## src/rtl/seven_seg_scanner.sv

```systemverilog
// Six-digit multiplexed seven-segment scanner for HH.MM.SS with frame snapshot, field blink and attention flash.
// Optional build macro HOUR_LEADING_BLANK_EN suppresses a leading '0' on the hour-tens digit.
module seven_seg_scanner #(
  parameter int CLK_FREQ_HZ = 1000,
  parameter int DIGIT_HZ    = 500,
  parameter int BLINK_HZ    = 2
) (
  input  logic       clk,
  input  logic       reset,
  input  logic [5:0] sec_in,
  input  logic [5:0] min_in,
  input  logic [4:0] hour_in,
  input  logic [1:0] select,
  input  logic       attention,
  output logic [5:0] an,
  output logic [6:0] seg,
  output logic       dp
);

  localparam int DIG_DIV  = CLK_FREQ_HZ / DIGIT_HZ;
  localparam int HALF_DIV = CLK_FREQ_HZ / (2 * BLINK_HZ);
  localparam int DW = (DIG_DIV  > 1) ? $clog2(DIG_DIV)  : 1;
  localparam int BW = (HALF_DIV > 1) ? $clog2(HALF_DIV) : 1;

  localparam logic [DW-1:0] DIG_LAST   = DW'(DIG_DIV - 1);
  localparam logic [BW-1:0] BLINK_LAST = BW'(HALF_DIV - 1);

  localparam logic [6:0] SEG_BLANK = 7'b1111111;
  localparam logic [6:0] SEG_DASH  = 7'b0111111;

  logic [DW-1:0] div_cnt_q, div_cnt_d;
  logic [BW-1:0] blink_cnt_q, blink_cnt_d;
  logic [2:0]    idx_q, idx_d;
  logic          blink_phase_q, blink_phase_d;
  logic [5:0]    snap_sec_q, snap_sec_d;
  logic [5:0]    snap_min_q, snap_min_d;
  logic [4:0]    snap_hour_q, snap_hour_d;
  logic [5:0]    an_q, an_d;
  logic [6:0]    seg_q, seg_d;
  logic          dp_q, dp_d;

  logic          tick;
  logic [5:0]    fieldVal;
  logic          fieldBad;
  logic [1:0]    fieldSel;
  logic [7:0]    fieldBcd;
  logic [3:0]    digit;
  logic          blankNow;

  // Binary-to-BCD by repeated compare/subtract; six steps cover the 0..63 input range.
  function automatic logic [7:0] toBcd(input logic [5:0] v);
    logic [5:0] r;
    logic [3:0] t;
    r = v;
    t = 4'd0;
    for (int i = 0; i < 6; i++) begin
      if (r >= 6'd10) begin
        r = r - 6'd10;
        t = t + 4'd1;
      end
    end
    return {t, r[3:0]};
  endfunction

  function automatic logic [6:0] segCode(input logic [3:0] d);
    logic [6:0] s;
    case (d)
      4'd0:    s = 7'b1000000;
      4'd1:    s = 7'b1111001;
      4'd2:    s = 7'b0100100;
      4'd3:    s = 7'b0110000;
      4'd4:    s = 7'b0011001;
      4'd5:    s = 7'b0010010;
      4'd6:    s = 7'b0000010;
      4'd7:    s = 7'b1111000;
      4'd8:    s = 7'b0000000;
      4'd9:    s = 7'b0010000;
      default: s = SEG_BLANK;
    endcase
    return s;
  endfunction

  assign tick = (div_cnt_q == DIG_LAST);

  always_comb begin
    div_cnt_d     = tick ? '0 : div_cnt_q + 1'b1;
    idx_d         = idx_q;
    if (tick) idx_d = (idx_q == 3'd5) ? 3'd0 : idx_q + 3'd1;
    blink_cnt_d   = (blink_cnt_q == BLINK_LAST) ? '0 : blink_cnt_q + 1'b1;
    blink_phase_d = (blink_cnt_q == BLINK_LAST) ? ~blink_phase_q : blink_phase_q;
    snap_sec_d    = snap_sec_q;
    snap_min_d    = snap_min_q;
    snap_hour_d   = snap_hour_q;
    // Latch a fresh snapshot only at the frame boundary so a frame never mixes two times.
    if (tick && idx_q == 3'd5) begin
      snap_sec_d  = sec_in;
      snap_min_d  = min_in;
      snap_hour_d = hour_in;
    end
  end

  always_comb begin
    fieldVal = snap_sec_q;
    fieldBad = (snap_sec_q > 6'd59);
    fieldSel = 2'd1;
    case (idx_q)
      3'd2, 3'd3: begin
        fieldVal = snap_min_q;
        fieldBad = (snap_min_q > 6'd59);
        fieldSel = 2'd2;
      end
      3'd4, 3'd5: begin
        fieldVal = {1'b0, snap_hour_q};
        fieldBad = (snap_hour_q > 5'd23);
        fieldSel = 2'd3;
      end
      default: ;
    endcase
    fieldBcd = toBcd(fieldVal);
    digit    = idx_q[0] ? fieldBcd[7:4] : fieldBcd[3:0];

    seg_d = fieldBad ? SEG_DASH : segCode(digit);
`ifdef HOUR_LEADING_BLANK_EN
    if (idx_q == 3'd5 && !fieldBad && snap_hour_q < 5'd10) seg_d = SEG_BLANK;
`endif
    an_d = ~(6'b000001 << idx_q);
    dp_d = !(idx_q == 3'd2 || idx_q == 3'd4);

    // Attention flashes everything and therefore dominates the per-field edit blink.
    blankNow = blink_phase_q && (attention || (select != 2'd0 && select == fieldSel));
    if (blankNow) begin
      an_d  = 6'b111111;
      seg_d = SEG_BLANK;
      dp_d  = 1'b1;
    end
  end

  always_ff @(posedge clk or negedge reset) begin
    if (!reset) begin
      div_cnt_q     <= '0;
      blink_cnt_q   <= '0;
      idx_q         <= 3'd0;
      blink_phase_q <= 1'b0;
      snap_sec_q    <= 6'd0;
      snap_min_q    <= 6'd0;
      snap_hour_q   <= 5'd0;
      an_q          <= 6'b111111;
      seg_q         <= SEG_BLANK;
      dp_q          <= 1'b1;
    end else begin
      div_cnt_q     <= div_cnt_d;
      blink_cnt_q   <= blink_cnt_d;
      idx_q         <= idx_d;
      blink_phase_q <= blink_phase_d;
      snap_sec_q    <= snap_sec_d;
      snap_min_q    <= snap_min_d;
      snap_hour_q   <= snap_hour_d;
      an_q          <= an_d;
      seg_q         <= seg_d;
      dp_q          <= dp_d;
    end
  end

  assign an  = an_q;
  assign seg = seg_q;
  assign dp  = dp_q;

endmodule

```

## config.mk

```make
export PLATFORM = sky130hd
export DESIGN_NAME = seven_seg_scanner
export DESIGN_NICKNAME = d
export VERILOG_FILES = /design/src/rtl/seven_seg_scanner.sv
export SDC_FILE = /design/constraint.sdc
export NUM_CORES = 1
export LEC_CHECK = 0
export CORE_UTILIZATION = 55
export DETAILED_ROUTE_END_ITERATION = 16
export GPL_TIMING_DRIVEN = 0
export HOLD_SLACK_MARGIN = 0.06
export PLACE_DENSITY = 0.83
export RECOVER_POWER = 25
export REMOVE_ABC_BUFFERS = 1
export SYNTH_ARGS = -nofsm -noshare
export SYNTH_HDL_FRONTEND = slang
export SYNTH_SLANG_ARGS = --single-unit
```

## constraint.sdc

```tcl
create_clock -name clk -period 7.6 [get_ports clk]
set_input_delay 1.52 -clock clk [delete_from_list [all_inputs] [get_ports clk]]
set_output_delay 1.52 -clock clk [all_outputs]
set_load 0.01 [all_outputs]
```

==> results of run 1 <==
## power groups by stage
stage / clock [mW] / combinational, mW / sequential, mW
after floorplan: 0 / 0.399 / 0.295
after global placement: 0 / 0.524 / 0.286
after detailed placement: 0 / 0.539 / 0.287
after CTS: 0.174 / 0.552 / 0.283
after global routing: 0.183 / 0.626 / 0.285
final: 0.170 / 0.570 / 0.283
## Yosys cell counts, types with 6 or more instances
cell / number
nand3_1: 17
xnor2_1: 15
a21oi_1: 15
o21ai_1: 6
nand2_1: 27
o21ai_0: 10
inv_1: 15
dfstp_2: 14
mux2_2: 20
nor2_1: 37
nor3_1: 10
ha_1: 17
mux2i_1: 6
dfrtp_1: 30
xor2_1: 7
buf_2: 6
## stage by stage
step	hold slack [ns]	setup WS (ns)	instance area, sq um
after floorplan	0.461	0.703	3500
after global placement	0.478	-0.315	3950
after detailed placement	0.484	-0.506	3960
after CTS	0.496	0.00676	4130
after global routing	0.520	0.00339	4250
final	0.493	0.357	4250
## worst max-delay path, delay by kind of cell, from the launching register on
| family | cells | cell delay [ns] |
|---|---|---|
| AOI/OAI and AO/OA | 11 | 2.67 |
| and+or+nand+nor | 9 | 1.55 |
| adders and majority gates | 6 | 1.47 |
| DFF | 1 | 0.55 |
| buffers and inverters | 4 | 0.45 |
| muxes | 1 | 0.32 |
| xor gates and xnor gates | 1 | 0.18 |
## kinds of logic (layout without fill, tap and decap cells)
| kind of cell | Yosys count | in the layout | synth area share, % |
|---|---|---|---|
| AO/OA/AOI/OAI | 109 | 109 | 24.4 |
| buffers and inverters | 29 | 65 | 3.47 |
| AND/OR/NAND/NOR | 139 | 139 | 20.7 |
| adder cells (fa/ha/maj) | 17 | 17 | 5.96 |
| flip-flops | 44 | 44 | 31.3 |
| XOR/XNOR | 23 | 23 | 6.06 |
| multiplexers | 26 | 26 | 7.99 |
## state kept, by name, summed over array words and instances (netlist names)
register,cells
div_cnt_q,1
blink_cnt_q,8
an,6
snap_min_q,6
idx_q,3
seg,7
dp,1
snap_hour_q,5
snap_sec_q,6
blink_phase_q,1
## per-layer routing
| metal | GRT usage [%] | share of wire [%] |
|---|---|---|
| met2 | 44.5 | 49 |
| met1 | 34.3 | 45 |
| met5 | 0 | 0 |
| met3 | 4.07 | 4.9 |
| met4 | 7.93 | 1.7 |
## repair_timing
action	CTS	global route
setup buffers	1	5
pin swaps	1	3
resized for setup	10	23
hold buffers	0	0
setup endpoints to repair	7	7
## how the worst max path moves through the flow
stage | end | slack [ns] | depth (start not counted)
after floorplan | seg[2] | 0.70 | 33
after global placement | seg[2] | -0.32 | 32
after detailed placement | seg[2] | -0.51 | 30
after CTS | seg[2] | 0.007 | 33
after global routing | seg[2] | 0.003 | 34
final | seg[2] | 0.36 | 32
## area by class of cell
cell class	instances	area [sq um]
multi-input cells	314	2480
flip-flops and latches	44	1120
fillers	462	1850
clock buffers	6	93.8
inverters	15	56.3
clock inverters	2	15.0
well taps	75	93.8
repair buffers	42	390
## cells in the final DEF, fill, tap and decap left out, types with 12 or more instances in the layout
| master | Yosys | final |
|---|---|---|
| dfrtp_1 | 30 | 27 |
| dfstp_2 | 14 | 14 |
| mux2_2 | 20 | 20 |
| a21oi_1 | 15 | 14 |
| xnor2_1 | 15 | 12 |
| ha_1 | 17 | 15 |
| inv_1 | 15 | 15 |
| clkdlybuf4s50_1 | 0 | 34 |
| nor2_1 | 37 | 36 |
| nand3_1 | 17 | 17 |
| nand2_1 | 27 | 27 |
==> metrics.yaml, run 1 <==
synthTopCellsByArea: "dfrtp_1 21%, dfstp_2 10%, mux2_2 6.3%, ha_1 6.0%, nor2_1 3.9%"
path_class: "flip-flop to flip-flop"
power.share.sequential_pct: 27.6
p_switching_uw: 394
grt_max_degree: 45
die-area_sq_um: 6820
start_util_pct: 58.6
dr.first_iter.drc_count: 263
finalWeightedCongestion: 0.917
ir_drop_v: 0.000229
fin_tns_setup_ns: 0
tightest_slew_ns: 2.31
insertion_delay_ns: 0.31
clk_pin_slew_worst_paths_ns: 0.09
p_leak_nw: 1.72
synth_seq_cells: 44
drc_errors: 0
post-dp-hpwl_mm: 6.08
syn_area_sq_um: 3570
max_slew_margin_pct: -54.1
postRouteAntennaNets: 0
p_int_uw: 630
fin_cells: 498
timing.rr.start: "idx_q[0]"
first_pass_iters: 4
fin_skew_ns: 0.0109
yosys.area.top_type: "dfrtp_1"
fp-row-count: 28
yosys.area.top_type_share_pct: 21.0
crit_slowest_cell: "dfrtp_4"
crit_start: "idx_q[0]"
power_mw: 1.02
post-route-period-util_pct: 95.3
cts-root-buf: "clkbuf_8"
period_needed_ns: 7.24
seq_area_frac_synth_pct: 31.3
reg2reg_depth: 32
postRouteWirelength_mm: 8.56
min_to: "blink_cnt_q[0]"
antenna_found_initial: 0
ys_warn_count: 0
routedWlPerCell_um: 17.2
final_core_util_pct: 69.7
failed_checks: "capacitance limit, slew limit"
fin_nets: 461
synth_cell_types: 83
switching_share_pct: 38.5
critPathRequiredTime_ns: 7.84
reg2reg_slack_ns: 0.36
cts_made_buffers: 5
grtUsageTotal_pct: 26.2
die_h_um: 82.6
syn2layout_area_growth_pct: 19.1
synth_edf_count: 0
maxSlewViolCount: 45
io_buffers: 35
grt_pass1_wl_mm: 13.7
clkSinkCount: 44
rr_endpoint: "seg[2]"
hp-class: "flip-flop to flip-flop"
io_pins: 36
status: "finished with violations"
placedCellCount: 484
grt_overflow_total: 0
crit_arrival_ns: 7.48
powerDensity_nw_per_um2: 241
path_max_fanout: 15
postSynthCellCount: 387
start_kind: "flip-flop"
crit_path_end_kind: "flip-flop"
fp.dieW_um: 82.6
cpPeakStageDelay_ns: 0.55
tritoncts: "done"
vias: 3211
maxCapViolations: 1
drive_above_1_share_pct: 21.3
worstHoldStart: "blink_cnt_q[0]"
grt_pass1_vias: 2963
combPwrFrac_pct: 55.7
ctsLongestPathBuffers: 2
pwr-share-clk_pct: 16.6
h-tree-depth: 2
hold-path-cell-count: 1
finalSetupViolCount: 0
rsz0062_at_grt: "no"
hold_viol: 0
synth.avg_cell_area_sq_um: 9.22
fmax_mhz: 138
core_sq_um: 6100
synth_async_sr_flop_share_pct: 100
synthFlopType: "dfrtp_1"
antenna_cells: 0
vias_per_cell: 6.45
Power figures use the tool's default switching activity.
==> run 2: changes to the inputs <==
--- a/config.mk
+++ b/config.mk
@@ -9,9 +9,10 @@
 export DETAILED_ROUTE_END_ITERATION = 16
 export GPL_TIMING_DRIVEN = 0
 export HOLD_SLACK_MARGIN = 0.06
-export PLACE_DENSITY = 0.83
+export PLACE_DENSITY = 0.77
 export RECOVER_POWER = 25
 export REMOVE_ABC_BUFFERS = 1
+export SKIP_LAST_GASP = 1
 export SYNTH_ARGS = -nofsm -noshare
 export SYNTH_HDL_FRONTEND = slang
 export SYNTH_SLANG_ARGS = --single-unit
==> metrics.yaml, run 2 (synthesis gave the netlist of run 1 again) <==
grt_pass1_vias: 2899
cts-root-buf: "clkbuf_8"
start_util_pct: 58.6
crit_path_end_kind: "flip-flop"
insertion_delay_ns: 0.31
io_pins: 36
p_leak_nw: 1.72
reg2reg_depth: 31
grt_overflow_total: 0
routedWlPerCell_um: 16.8
die-area_sq_um: 6820
final_area_sq_um: 4240
fp-row-count: 28
ir_drop_v: 0.000183
timing.rr.start: "idx_q[0]"
fmax_mhz: 140
crit_end: "seg[2]"
cp_common_cell: "ha_1"
finalSetupViolCount: 0
cts.hold.buffers_added: 0
post-dp-hpwl_mm: 5.95
failed_checks: "capacitance limit, slew limit"
io_buffers: 35
grt_pass1_wl_mm: 13.6
max_slew_margin_pct: -47.3
h-tree-depth: 2
cts_made_buffers: 5
rr_endpoint: "seg[2]"
cpPeakStageDelay_ns: 0.56
path_max_fanout: 15
syn2layout_area_growth_pct: 18.8
clk_pin_slew_worst_paths_ns: 0.09
antenna_cells: 0
core_sq_um: 6100
seqCellArea_sq_um: 1120
crit_arrival_ns: 7.39
maxSlewViolCount: 44
postPlaceCellArea_sq_um: 3960
most-common-layout-cells: "37 x nor2_1, 34 x clkdlybuf4s50_1, 27 x dfrtp_1"
tightest_slew_ns: 2.21
final_core_util_pct: 69.6
path_class: "flip-flop to flip-flop"
finalWorstSetupSlack_ns: 0.450
reg2reg_slack_ns: 0.45
first_pass_iters: 6
hp-class: "flip-flop to flip-flop"
tritoncts: "done"
start_kind: "flip-flop"
post-route-period-util_pct: 94.1
critPathRequiredTime_ns: 7.84
fin_skew_ns: 0.00921
drive_above_1_share_pct: 21.2
fin_nets: 462
period_needed_ns: 7.15
finalWeightedCongestion: 0.959
antenna_found_initial: 0
layout_commonest_cell: "nor2_1"
status: "finished with violations"
ctsLongestPathBuffers: 2
dr.first_iter.drc_count: 253
die_h_um: 82.6
largest_reg_flops: 8
post-place-ws_ns: -0.476
vias: 3184
hold_viol: 0
drc_errors: 0
postRouteWirelength_mm: 8.36
postRouteAntennaNets: 0
maxCapViolations: 1
vias_per_cell: 6.38
worstHoldStart: "blink_cnt_q[0]"
powerDensity_nw_per_um2: 247
fp.dieW_um: 82.6
regMostFlops: "blink_cnt_q"
grtUsageTotal_pct: 25.8
multiInputGateArea_sq_um: 2450
clkSinkCount: 44
crit_start: "idx_q[0]"
grt_max_degree: 44
nFillCells: 491
crit_slowest_cell: "dfrtp_4"
-- run 2: final cells by class --
cell class / instances / area share [%]
Sequential cell: 44 / 26.5
Timing Repair Buffer: 43 / 9.35
Clock inverter: 3 / 1.09
Tap cell: 75 / 2.21
Inverter: 15 / 1.33
Multi-Input combinational cell: 314 / 57.9
Clock buffer: 5 / 1.62
-- run 2: worst max-delay path: cells and delay by family, from the launching register on --
family                   cells  cell delay (ns)
flip-flops                   1             0.56
adder cells (fa/ha/maj)      7             1.74
AND/OR/NAND/NOR              6             0.85
multiplexers                 2             0.58
buffers and inverters        4             0.45
AO/OA/AOI/OAI               12             2.88
-- run 2: power by group --
part           leakage [nW]  switching, mW  internal [mW]  total, mW
logic                  1.16          0.306          0.273      0.579
clock network        0.0548         0.0873         0.0991      0.186
registers             0.503        0.00833          0.273      0.281
-- run 2: worst min path at each step --
stage                                end  slack [ns]  cells after the start
after floorplan           blink_cnt_q[0]        0.46                      1
after global placement    blink_cnt_q[0]        0.48                      1
after detailed placement  blink_cnt_q[0]        0.49                      1
after CTS                 blink_cnt_q[0]        0.50                      1
after global routing      blink_cnt_q[0]        0.51                      1
final                     blink_cnt_q[0]        0.49                      1
-- run 2: per-layer routing --
metal  track usage, %  vias to the layer above  part of all wire, %
met5                0                        -                    0
li1                 -                     1536                    -
met3             2.97                       13                  4.1
met1             34.9                     1541                   46
met4             8.28                        0                  1.7
met2             43.1                       94                   48
-- run 2: timing repair --
action | 4_1_cts | 5_1_grt
resized for setup | 11 | 19
setup buffers | 0 | 7
endpoints found under the setup margin | 7 | 7
pin swaps | 0 | 3
-- run 2: stage by stage --
stage | cells | hold slack (ns) | setup TNS (ns) | power, mW
after floorplan | 373 | 0.461 | 0 | 0.695
after global placement | 483 | 0.478 | -1.55 | 0.814
after detailed placement | 484 | 0.485 | -2.81 | 0.826
after CTS | 492 | 0.497 | 0 | 1.02
after global routing | 499 | 0.507 | -0.0393 | 1.12
final | 499 | 0.493 | 0 | 1.05
